`src/rtl/stimuli_seq_ctrl.sv`:
```
`default_nettype none
// ============================================================================
// Module  : stimuli_seq_ctrl
// Brief   : Loads a host word stream into the stimuli RAM, then replays it to
//           the DUT driver as a valid/ready stream (one-shot or looped).
// Revision: 1.0  initial release
// ============================================================================
module stimuli_seq_ctrl #(
  parameter int DATA_W = 64,
  parameter int ADDR_W = 13,
  parameter int DEPTH  = 8192
) (
  input  logic              clk,
  input  logic              rst_n,
  input  logic              i_load_start,
  input  logic              i_play_start,
  input  logic              i_loop_en,
  input  logic              i_abort,
  input  logic              i_ld_valid,
  input  logic [DATA_W-1:0] i_ld_data,
  input  logic              i_ld_last,
  output logic              o_ld_ready,
  output logic              o_ram_wen,
  output logic [ADDR_W-1:0] o_ram_wraddr,
  output logic [DATA_W-1:0] o_ram_din,
  output logic [ADDR_W-1:0] o_ram_rdaddr,
  input  logic [DATA_W-1:0] i_ram_dout,
  output logic              o_st_valid,
  output logic [DATA_W-1:0] o_st_data,
  input  logic              i_st_ready,
  output logic [ADDR_W:0]   o_stored_len,
  output logic [15:0]       o_pass_cnt,
  output logic              o_busy,
  output logic              o_done,
  output logic              o_err_ovf,
  output logic              o_err_empty
);

  localparam logic [ADDR_W:0] c_DEPTH = (ADDR_W+1)'(DEPTH);
  localparam logic [ADDR_W:0] c_ONE   = (ADDR_W+1)'(1);
  localparam logic [15:0]     c_PASS_MAX = 16'hFFFF;

  typedef enum logic [1:0] {
    S_IDLE = 2'd0,
    S_LOAD = 2'd1,
    S_PLAY = 2'd2,
    S_DONE = 2'd3
  } state_t;

  state_t            r_state;
  logic [ADDR_W:0]   r_len;
  logic [ADDR_W:0]   r_rd_ptr;
  logic [15:0]       r_pass;
  logic              r_loop;
  logic              r_inflight;
  logic              r_done;
  logic              r_err_ovf;
  logic              r_err_empty;
  logic              r_wen;
  logic [ADDR_W-1:0] r_wraddr;
  logic [DATA_W-1:0] r_din;
  logic [ADDR_W-1:0] r_rdaddr;
  logic [DATA_W-1:0] r_fifo0;
  logic [DATA_W-1:0] r_fifo1;
  logic              r_fwp;
  logic              r_frp;
  logic [1:0]        r_fcnt;

  logic              w_in_play;
  logic              w_pop;
  logic              w_wrap;
  logic [ADDR_W:0]   w_rd_idx;
  logic [2:0]        w_occ_sum;
  logic              w_issue;
  logic              w_play_end;
  logic [ADDR_W:0]   w_len_inc;

  assign w_in_play = (r_state == S_PLAY);
  assign w_pop     = (r_fcnt != 2'd0) & i_st_ready;
  // Looping restarts from address 0 in the same cycle the pass ends.
  assign w_wrap    = w_in_play & r_loop & (r_rd_ptr == r_len);
  assign w_rd_idx  = w_wrap ? '0 : r_rd_ptr;
  // Occupancy after this edge: the in-flight word lands, a popped word leaves.
  assign w_occ_sum = {1'b0, r_fcnt} + {2'b00, r_inflight} - {2'b00, w_pop};
  assign w_issue   = w_in_play & (w_rd_idx < r_len) & (w_occ_sum < 3'd2);
  assign w_play_end = w_in_play & ~r_loop & (r_rd_ptr == r_len) & (w_occ_sum == 3'd0);
  assign w_len_inc = r_len + c_ONE;

  always_ff @(posedge clk or negedge rst_n) begin
    if (!rst_n) begin
      r_state     <= S_IDLE;
      r_len       <= '0;
      r_rd_ptr    <= '0;
      r_pass      <= '0;
      r_loop      <= 1'b0;
      r_inflight  <= 1'b0;
      r_done      <= 1'b0;
      r_err_ovf   <= 1'b0;
      r_err_empty <= 1'b0;
      r_wen       <= 1'b0;
      r_wraddr    <= '0;
      r_din       <= '0;
      r_rdaddr    <= '0;
      r_fifo0     <= '0;
      r_fifo1     <= '0;
      r_fwp       <= 1'b0;
      r_frp       <= 1'b0;
      r_fcnt      <= 2'd0;
    end else begin
      r_wen  <= 1'b0;
      r_done <= 1'b0;
      if (i_abort) begin
        r_state    <= S_IDLE;
        r_fcnt     <= 2'd0;
        r_fwp      <= 1'b0;
        r_frp      <= 1'b0;
        r_inflight <= 1'b0;
      end else begin
        case (r_state)
          S_IDLE: begin
            if (i_load_start) begin
              r_state     <= S_LOAD;
              r_len       <= '0;
              r_err_ovf   <= 1'b0;
              r_err_empty <= 1'b0;
            end else if (i_play_start) begin
              if (r_len != '0) begin
                r_state    <= S_PLAY;
                r_rd_ptr   <= '0;
                r_pass     <= '0;
                r_loop     <= i_loop_en;
                r_fwp      <= 1'b0;
                r_frp      <= 1'b0;
                r_fcnt     <= 2'd0;
                r_inflight <= 1'b0;
              end else begin
                r_err_empty <= 1'b1;
              end
            end
          end

          S_LOAD: begin
            if (i_ld_valid) begin
              r_wen    <= 1'b1;
              r_wraddr <= r_len[ADDR_W-1:0];
              r_din    <= i_ld_data;
              r_len    <= w_len_inc;
              if (i_ld_last) begin
                r_state <= S_IDLE;
              end else if (w_len_inc == c_DEPTH) begin
                r_err_ovf <= 1'b1;
                r_state   <= S_IDLE;
              end
            end
          end

          S_PLAY: begin
            if (r_inflight) begin
              if (r_fwp) r_fifo1 <= i_ram_dout;
              else       r_fifo0 <= i_ram_dout;
              r_fwp <= ~r_fwp;
            end
            if (w_pop) r_frp <= ~r_frp;
            r_fcnt     <= w_occ_sum[1:0];
            r_inflight <= w_issue;
            if (w_issue) begin
              r_rdaddr <= w_rd_idx[ADDR_W-1:0];
              r_rd_ptr <= w_rd_idx + c_ONE;
            end else if (w_wrap) begin
              r_rd_ptr <= '0;
            end
            if ((w_wrap || w_play_end) && (r_pass != c_PASS_MAX)) begin
              r_pass <= r_pass + 16'd1;
            end
            if (w_play_end) begin
              r_state <= S_DONE;
              r_done  <= 1'b1;
            end
          end

          S_DONE: begin
            r_state <= S_IDLE;
          end

          default: begin
            r_state <= S_IDLE;
          end
        endcase
      end
    end
  end

  assign o_ld_ready   = (r_state == S_LOAD);
  assign o_busy       = (r_state != S_IDLE);
  assign o_ram_wen    = r_wen;
  assign o_ram_wraddr = r_wraddr;
  assign o_ram_din    = r_din;
  assign o_ram_rdaddr = r_rdaddr;
  assign o_st_valid   = (r_fcnt != 2'd0);
  assign o_st_data    = r_frp ? r_fifo1 : r_fifo0;
  assign o_stored_len = r_len;
  assign o_pass_cnt   = r_pass;
  assign o_done       = r_done;
  assign o_err_ovf    = r_err_ovf;
  assign o_err_empty  = r_err_empty;

endmodule
`default_nettype wire

```
`config.mk`:
```
export PLATFORM = sky130hd
export DESIGN_NAME = stimuli_seq_ctrl
export DESIGN_NICKNAME = d
export VERILOG_FILES = /design/src/rtl/stimuli_seq_ctrl.sv
export SDC_FILE = /design/constraint.sdc
export NUM_CORES = 1
export LEC_CHECK = 0
export CAP_MARGIN = 15
export CORE_UTILIZATION = 49
export DETAILED_ROUTE_END_ITERATION = 7
export GPL_TIMING_DRIVEN = 0
export PLACE_DENSITY = 0.82
export SKIP_CTS_REPAIR_TIMING = 1
export SLEW_MARGIN = 15
export SYNTH_ARGS = -nofsm -noshare
export SYNTH_HDL_FRONTEND = slang
export SYNTH_SLANG_ARGS = --single-unit
```
`constraint.sdc`:
```
create_clock -name clk -period 4.85 [get_ports clk]
set_input_delay 0.7275 -clock clk [delete_from_list [all_inputs] [get_ports clk]]
set_output_delay 0.7275 -clock clk [all_outputs]
set_load 0.005 [all_outputs]
```
Word level (Yosys, flattened, before mapping):

Index checks and enable logic that the tools add are counted.

* register bits: 274
* latch bits: 0
* memory bits (writable): 0
* ROM bits: 0
* input port bits: 137
* output and inout bits: 191
* word-level logic and storage cells: 142
* memories kept: 0

* add/sub/neg operators: 5
* multiply operators: 0
* divide/modulo/power cells: 0
* order comparisons: 2
* eq/ne operators: 25
* shifts and indexed selects: 0
* multiplexer cells: 54
* bitwise operators: 13
* reductions and logical operators: 25

Operators by type and width (count)
* $mux W14: 7
* $mux W16: 4
* $mux W64: 1
* $pmux W14 S2: 2
* $pmux W16 S2: 1
* $add A14 B1 Y14 const B: 2
* $reduce_and A5 Y1: 5
* $mux W2: 12
* $mux W1: 21
* $reduce_and A4 Y1: 5
* $add A16 B1 Y16 const B: 1
* $ne A16 B16 Y1 const B: 1
* $ne A3 B3 Y1 const B: 5
* $eq A14 B14 Y1: 1
* $eq A14 B14 Y1 const B: 1
* $lt A14 B14 Y1: 1
* $ne A2 B2 Y1 const B: 7
* $reduce_bool A14 Y1: 1
* $reduce_and A6 Y1: 2
* $reduce_bool A2 Y1: 5
* $and A1 B1 Y1: 8
* $ne A4 B4 Y1 const B: 2
* $pmux W1 S2: 4
* $pmux W2 S4: 1
* 16 further kinds: 24

Logic depth before layout (Yosys ltp):

* depth in word-level cells: 9
* gate-level depth with buffers: 17
* gate-level depth less buffers: 14

Worst setup path after synthesis:

OpenSTA, ideal clock, no wires.

* kind: reg2reg
* start point: register r_len[3] (netlist: o_stored_len[3])
* end point: register r_rdaddr[10] (netlist: o_ram_rdaddr[10])
* setup time: 0.127 ns
* arrival: 3.598 ns
* data required time: 4.723 ns
* path slack: 1.124 ns
* cell stages (with the launch flop): 18
* buffers on the path: 4
* clock period less this slack: 3.726 ns
* cells stage by stage: dfrtp_1 buf_2 xnor2_1 nand4_1 or4_4 clkbuf_1 nand2_1 inv_1 ha_1 a21o_1 a21oi_1 o221ai_1 a41oi_1 nor3b_4 and2_1 buf_6 buf_8 mux2_1

* word-level cells in the longest chain between the ends: 7

RTL lines
* from (decl): RTL line 51 `logic [ADDR_W:0] r_len;`
* from (signal assigned): RTL line 147 `r_len <= w_len_inc;`
* $eq A14 B14 Y1: RTL line 81 `assign w_wrap = w_in_play & r_loop & (r_rd_ptr == r_len);`
* $and A1 B1 Y1: RTL line 81
* $mux W14
* net w_rd_idx[2]: RTL line 72 `logic [ADDR_W:0] w_rd_idx;`
* $lt A14 B14 Y1: RTL line 85 `assign w_issue = w_in_play & (w_rd_idx < r_len) & (w_occ_sum < 3'd2);`
* $and A1 B1 Y1 (2 in series): RTL line 85
* $reduce_and A3 Y1 (no line)
* to (signal assigned): RTL line 167 `r_rdaddr <= w_rd_idx[ADDR_W-1:0];`
* to (decl): RTL line 62 `logic [ADDR_W-1:0] r_rdaddr;`

The timed path passes the listed nets, and every way through them passes these cells.
A chain may end at the register's enable or synchronous reset.

Final worst setup path:

* start point: register r_len[5] (netlist: o_stored_len[5])
* end point: register r_rdaddr[10] (netlist: o_ram_rdaddr[10])

The elaborated chain is that of the path after synthesis.

==> flow_metrics.env <==
export IMPL_finClkSkew_ps=11.7
export IMPL_hpwl_mm=25.2
export IMPL_relSlewSlack_pct=45.4
export IMPL_clk_root_buffer_cell="clkbuf_16"
export IMPL_drv_slew=0
export IMPL_io_buffers=326
export IMPL_pwr_density_cell_nw_per_um2=339
export IMPL_gp_congestion=0.960
export IMPL_synth_top_family_by_area="multiplexers"
export IMPL_syn_to_final_growth_pct=37.9
export IMPL_drt_drc_violations_left=0
export IMPL_period_share_pct=89.3
export IMPL_synth_top_area_share_pct=54.3
export IMPL_outcome="completed"
export IMPL_grt_pass1_wl_mm=54.9
export IMPL_cts_tree="yes"
export IMPL_vias=10000
export IMPL_synth_cells=1138
export IMPL_synth_simple_gate_area_share_pct=14.7
export IMPL_wl_per_cell_um=18.6
export IMPL_start_util_pct=50.0
export IMPL_cp_slowest_cell="or4_4"
export IMPL_fin_crit_ps=4330
export IMPL_ys_flop_type="dfrtp_1"
export IMPL_io_pin_count=328
export IMPL_crit_arrival_ps=4750
export IMPL_synthXorXnorAreaFrac_pct=2.01
export IMPL_fin_cells=1853
export IMPL_drv_cap=0
export IMPL_dpl_cell_area_sq_um=16400
export IMPL_cts_buffer_depth=3
export IMPL_synthMuxAreaShare_pct=18.4
export IMPL_avgSynthCellArea_sq_um=11.1
export IMPL_fillCellCount=1860
export IMPL_synth_most_common_cell="dfrtp_1"
export IMPL_critPathLaunchType="flop"
export IMPL_p_sw_uw=1480
export IMPL_first_pass_iters=4
export IMPL_drt_iter0_markers=553
export IMPL_die_height_um=163
export IMPL_reg2reg_slack_ps=520
export IMPL_place_inst=1797
export IMPL_drt_wl_total_mm=34.5
export IMPL_synth_nets=1295
export IMPL_synth_edf_count=0
export IMPL_rows=58
export IMPL_synthArstFlopShare_pct=100
export IMPL_p_int_uw=4430
export IMPL_clk_latency_ps=550
export IMPL_tightestPinTransition_ps=814
export IMPL_layout_nets=1656
export IMPL_p_seq_share_pct=44.6
export IMPL_ir_worst_vdd_uv=332
export IMPL_hold_viol=0
export IMPL_clock_sinks=274
export IMPL_yosysTopAreaCell="dfrtp_1"
export IMPL_multi_input_area_sq_um=5370
export IMPL_rsz0062_at_grt="false"
export IMPL_layout_drive_gt1_share_pct=13.9
export IMPL_ys_top_cells_by_area="dfrtp_1 (54%), mux2_2 (11%), nand2_1 (7.3%)"
export IMPL_worstRegToRegCells=15
export IMPL_max_freq_mhz=231
export IMPL_cpPeakStageDelay_ps=540
export IMPL_syn_area_sq_um=12600
export IMPL_synth_compound_area_share_pct=5.39
export IMPL_r2r_end="o_ram_rdaddr[10]"
export IMPL_synth_fa_ha_area_share_pct=2.04
export IMPL_p_leak_uw=0.00838
export IMPL_ys_top_cells_by_count="dfrtp_1 (274), nand2_1 (247), mux2_2 (124), mux2_1 (82)"
export IMPL_die_x_um=163
export IMPL_grt_max_degree=88
export IMPL_synth_seq_area_share_pct=54.3
export IMPL_pwr_share_clk_pct=38.8
export IMPL_critPathBufInv=4
export IMPL_grt_pass1_vias=10400
export IMPL_die_area_sq_um=26400
export IMPL_comb_power_share_pct=16.6
export IMPL_required_ps=5270
export IMPL_grt_overflow_total=0
export IMPL_antennaDiodeCount=0
export IMPL_fin_area_sq_um=17400
export IMPL_synth_warnings=0
export IMPL_core_area_sq_um=25300
export IMPL_final_antenna_net_count=0
export IMPL_synth_distinct_cells=64
export IMPL_crit_path_end_kind="flop"
export IMPL_seqCellArea_sq_um=6860
export IMPL_reg2reg_from="o_stored_len[5]"
export IMPL_hp_class="primary input to asynchronous set/reset pin"
export IMPL_path_class="flop to flop"
export IMPL_crit_path_frequent_cell="and2_1"
export IMPL_htree_levels=1
export IMPL_sw_frac_of_total_pct=25.1
export IMPL_antenna_found_initial=0
export IMPL_crit_family="simple AND/OR/NAND/NOR gates"
export IMPL_crit_chain="buf_2 > xnor2_1 > nand4_1 > or4_4 > clkbuf_1 > and2_1 > ha_1 > a21oi_1 > o221ai_1 > a41oi_1 > nor3b_4 > and2_1 > buf_6 > buf_8 > mux2_1"
export IMPL_vias_per_cell=5.42
export IMPL_finalSetupViolCount=0
export IMPL_cts_inserted_buffers=30
export IMPL_yosys_register_bits=274
export IMPL_grt_usage_pct=26.2
export IMPL_clk_pin_slew_ps=60
export IMPL_cp_max_fo=10
-- per-layer routing --
| metal | share of wire, % | track usage, % | routed length [um] | vias up |
|---|---|---|---|---|
| li1 | - | - | - | 4651 |
| met1 | 39 | 32.8 | 13600 | 4871 |
| met2 | 48 | 43.9 | 16600 | 423 |
| met3 | 7.9 | 6.04 | 2730 | 91 |
| met4 | 4.5 | 10.6 | 1570 | 0 |
| met5 | 0 | 0 | 0 | - |
-- state kept, by name (all words and copies together), names as in the netlist, 2 cells and up --
signal and cells:
o_pass_cnt 16, o_ram_din 64, o_ram_rdaddr 13, o_ram_wraddr 13, o_stored_len 14, r_fcnt 2
r_fifo0 64, r_fifo1 64, r_rd_ptr 14, r_state 2
-- power by group through the flow --
stage          Combinational, uW  Sequential, uW  Clock, uW
2_1_floorplan                280            2670          0
3_3_place_gp                 948            2670          0
3_5_place_dp                 974            2670          0
4_1_cts                      989            2630       2330
5_1_grt                     1070            2660       2410
6_report                     981            2640       2290
-- cell families after synthesis --
family	Yosys count
AO/OA/AOI/OAI	108
XOR/XNOR	29
adder cells (fa/ha/maj)	20
buffers and inverters	94
flip-flops	274
multiplexers	206
AND/OR/NAND/NOR	407
-- layout make-up --
cell class,instances,share of cell area (%)
clock inverters,12,0.518
flip-flops and latches,274,39.4
repair buffers,329,19.2
clock buffers,44,5.31
inverters,30,0.647
multi-input cells,770,30.8
plain buffers,64,1.67
well taps,330,2.37
-- worst max path at each step --
stage                     from          endpoint  slack [ps]  depth (start not counted)
6_report       o_stored_len[5]  o_ram_rdaddr[10]         520                         15
5_1_grt        o_stored_len[5]  o_ram_rdaddr[12]         270                         16
4_1_cts        o_stored_len[5]  o_ram_rdaddr[12]         530                         15
3_5_place_dp        i_st_ready  o_ram_rdaddr[12]         510                         15
3_3_place_gp             rst_n     o_ram_din[17]       -8570                          1
2_1_floorplan  o_stored_len[3]  o_ram_rdaddr[10]        1120                         17
-- stage by stage --
step | utilization, % | setup TNS [ps] | hold slack [ps] | power (uW) | setup slack (ps)
after floorplan | - | 0 | 432 | 2950 | 1120
after global placement | 64.5 | -2342710 | 457 | 3610 | -8570
after detailed placement | 64.9 | 0 | 461 | 3640 | 512
after CTS | 68.9 | 0 | 81.6 | 5960 | 529
after global routing | 68.9 | 0 | 100 | 6140 | 273
final | 68.9 | 0 | 86.6 | 5910 | 519
-- placed cells by master, fill, tap and decap left out, drive strengths merged, types with 4 or more instances in the layout --
cell	count
clkdlybuf4s50	325
dfrtp	274
nand2	247
mux2	206
clkbuf	84
o21ai	41
nor2	40
inv	30
buf	28
nand3	27
a21oi	23
ha	19
xnor2	18
nand4	16
and2	15
nor3	13
xor2	11
clkinv	9
or4	9
and3	6
o31ai	5
or3	5
o211ai	5
a31oi	5
and4	5
nand2b	4
a211o	4
a22o	4
nor4	4
-- worst reg2reg max path: cells and delay by family (launching register included) --
kind / cells / cell delay (ps)
compound gates: 3 / 650
fa+ha+maj: 1 / 310
buf+inv: 4 / 720
flops: 1 / 390
simple gates: 5 / 1630
xor+xnor: 1 / 190
mux: 1 / 330
Note: power is estimated with default switching activity, not from simulation.
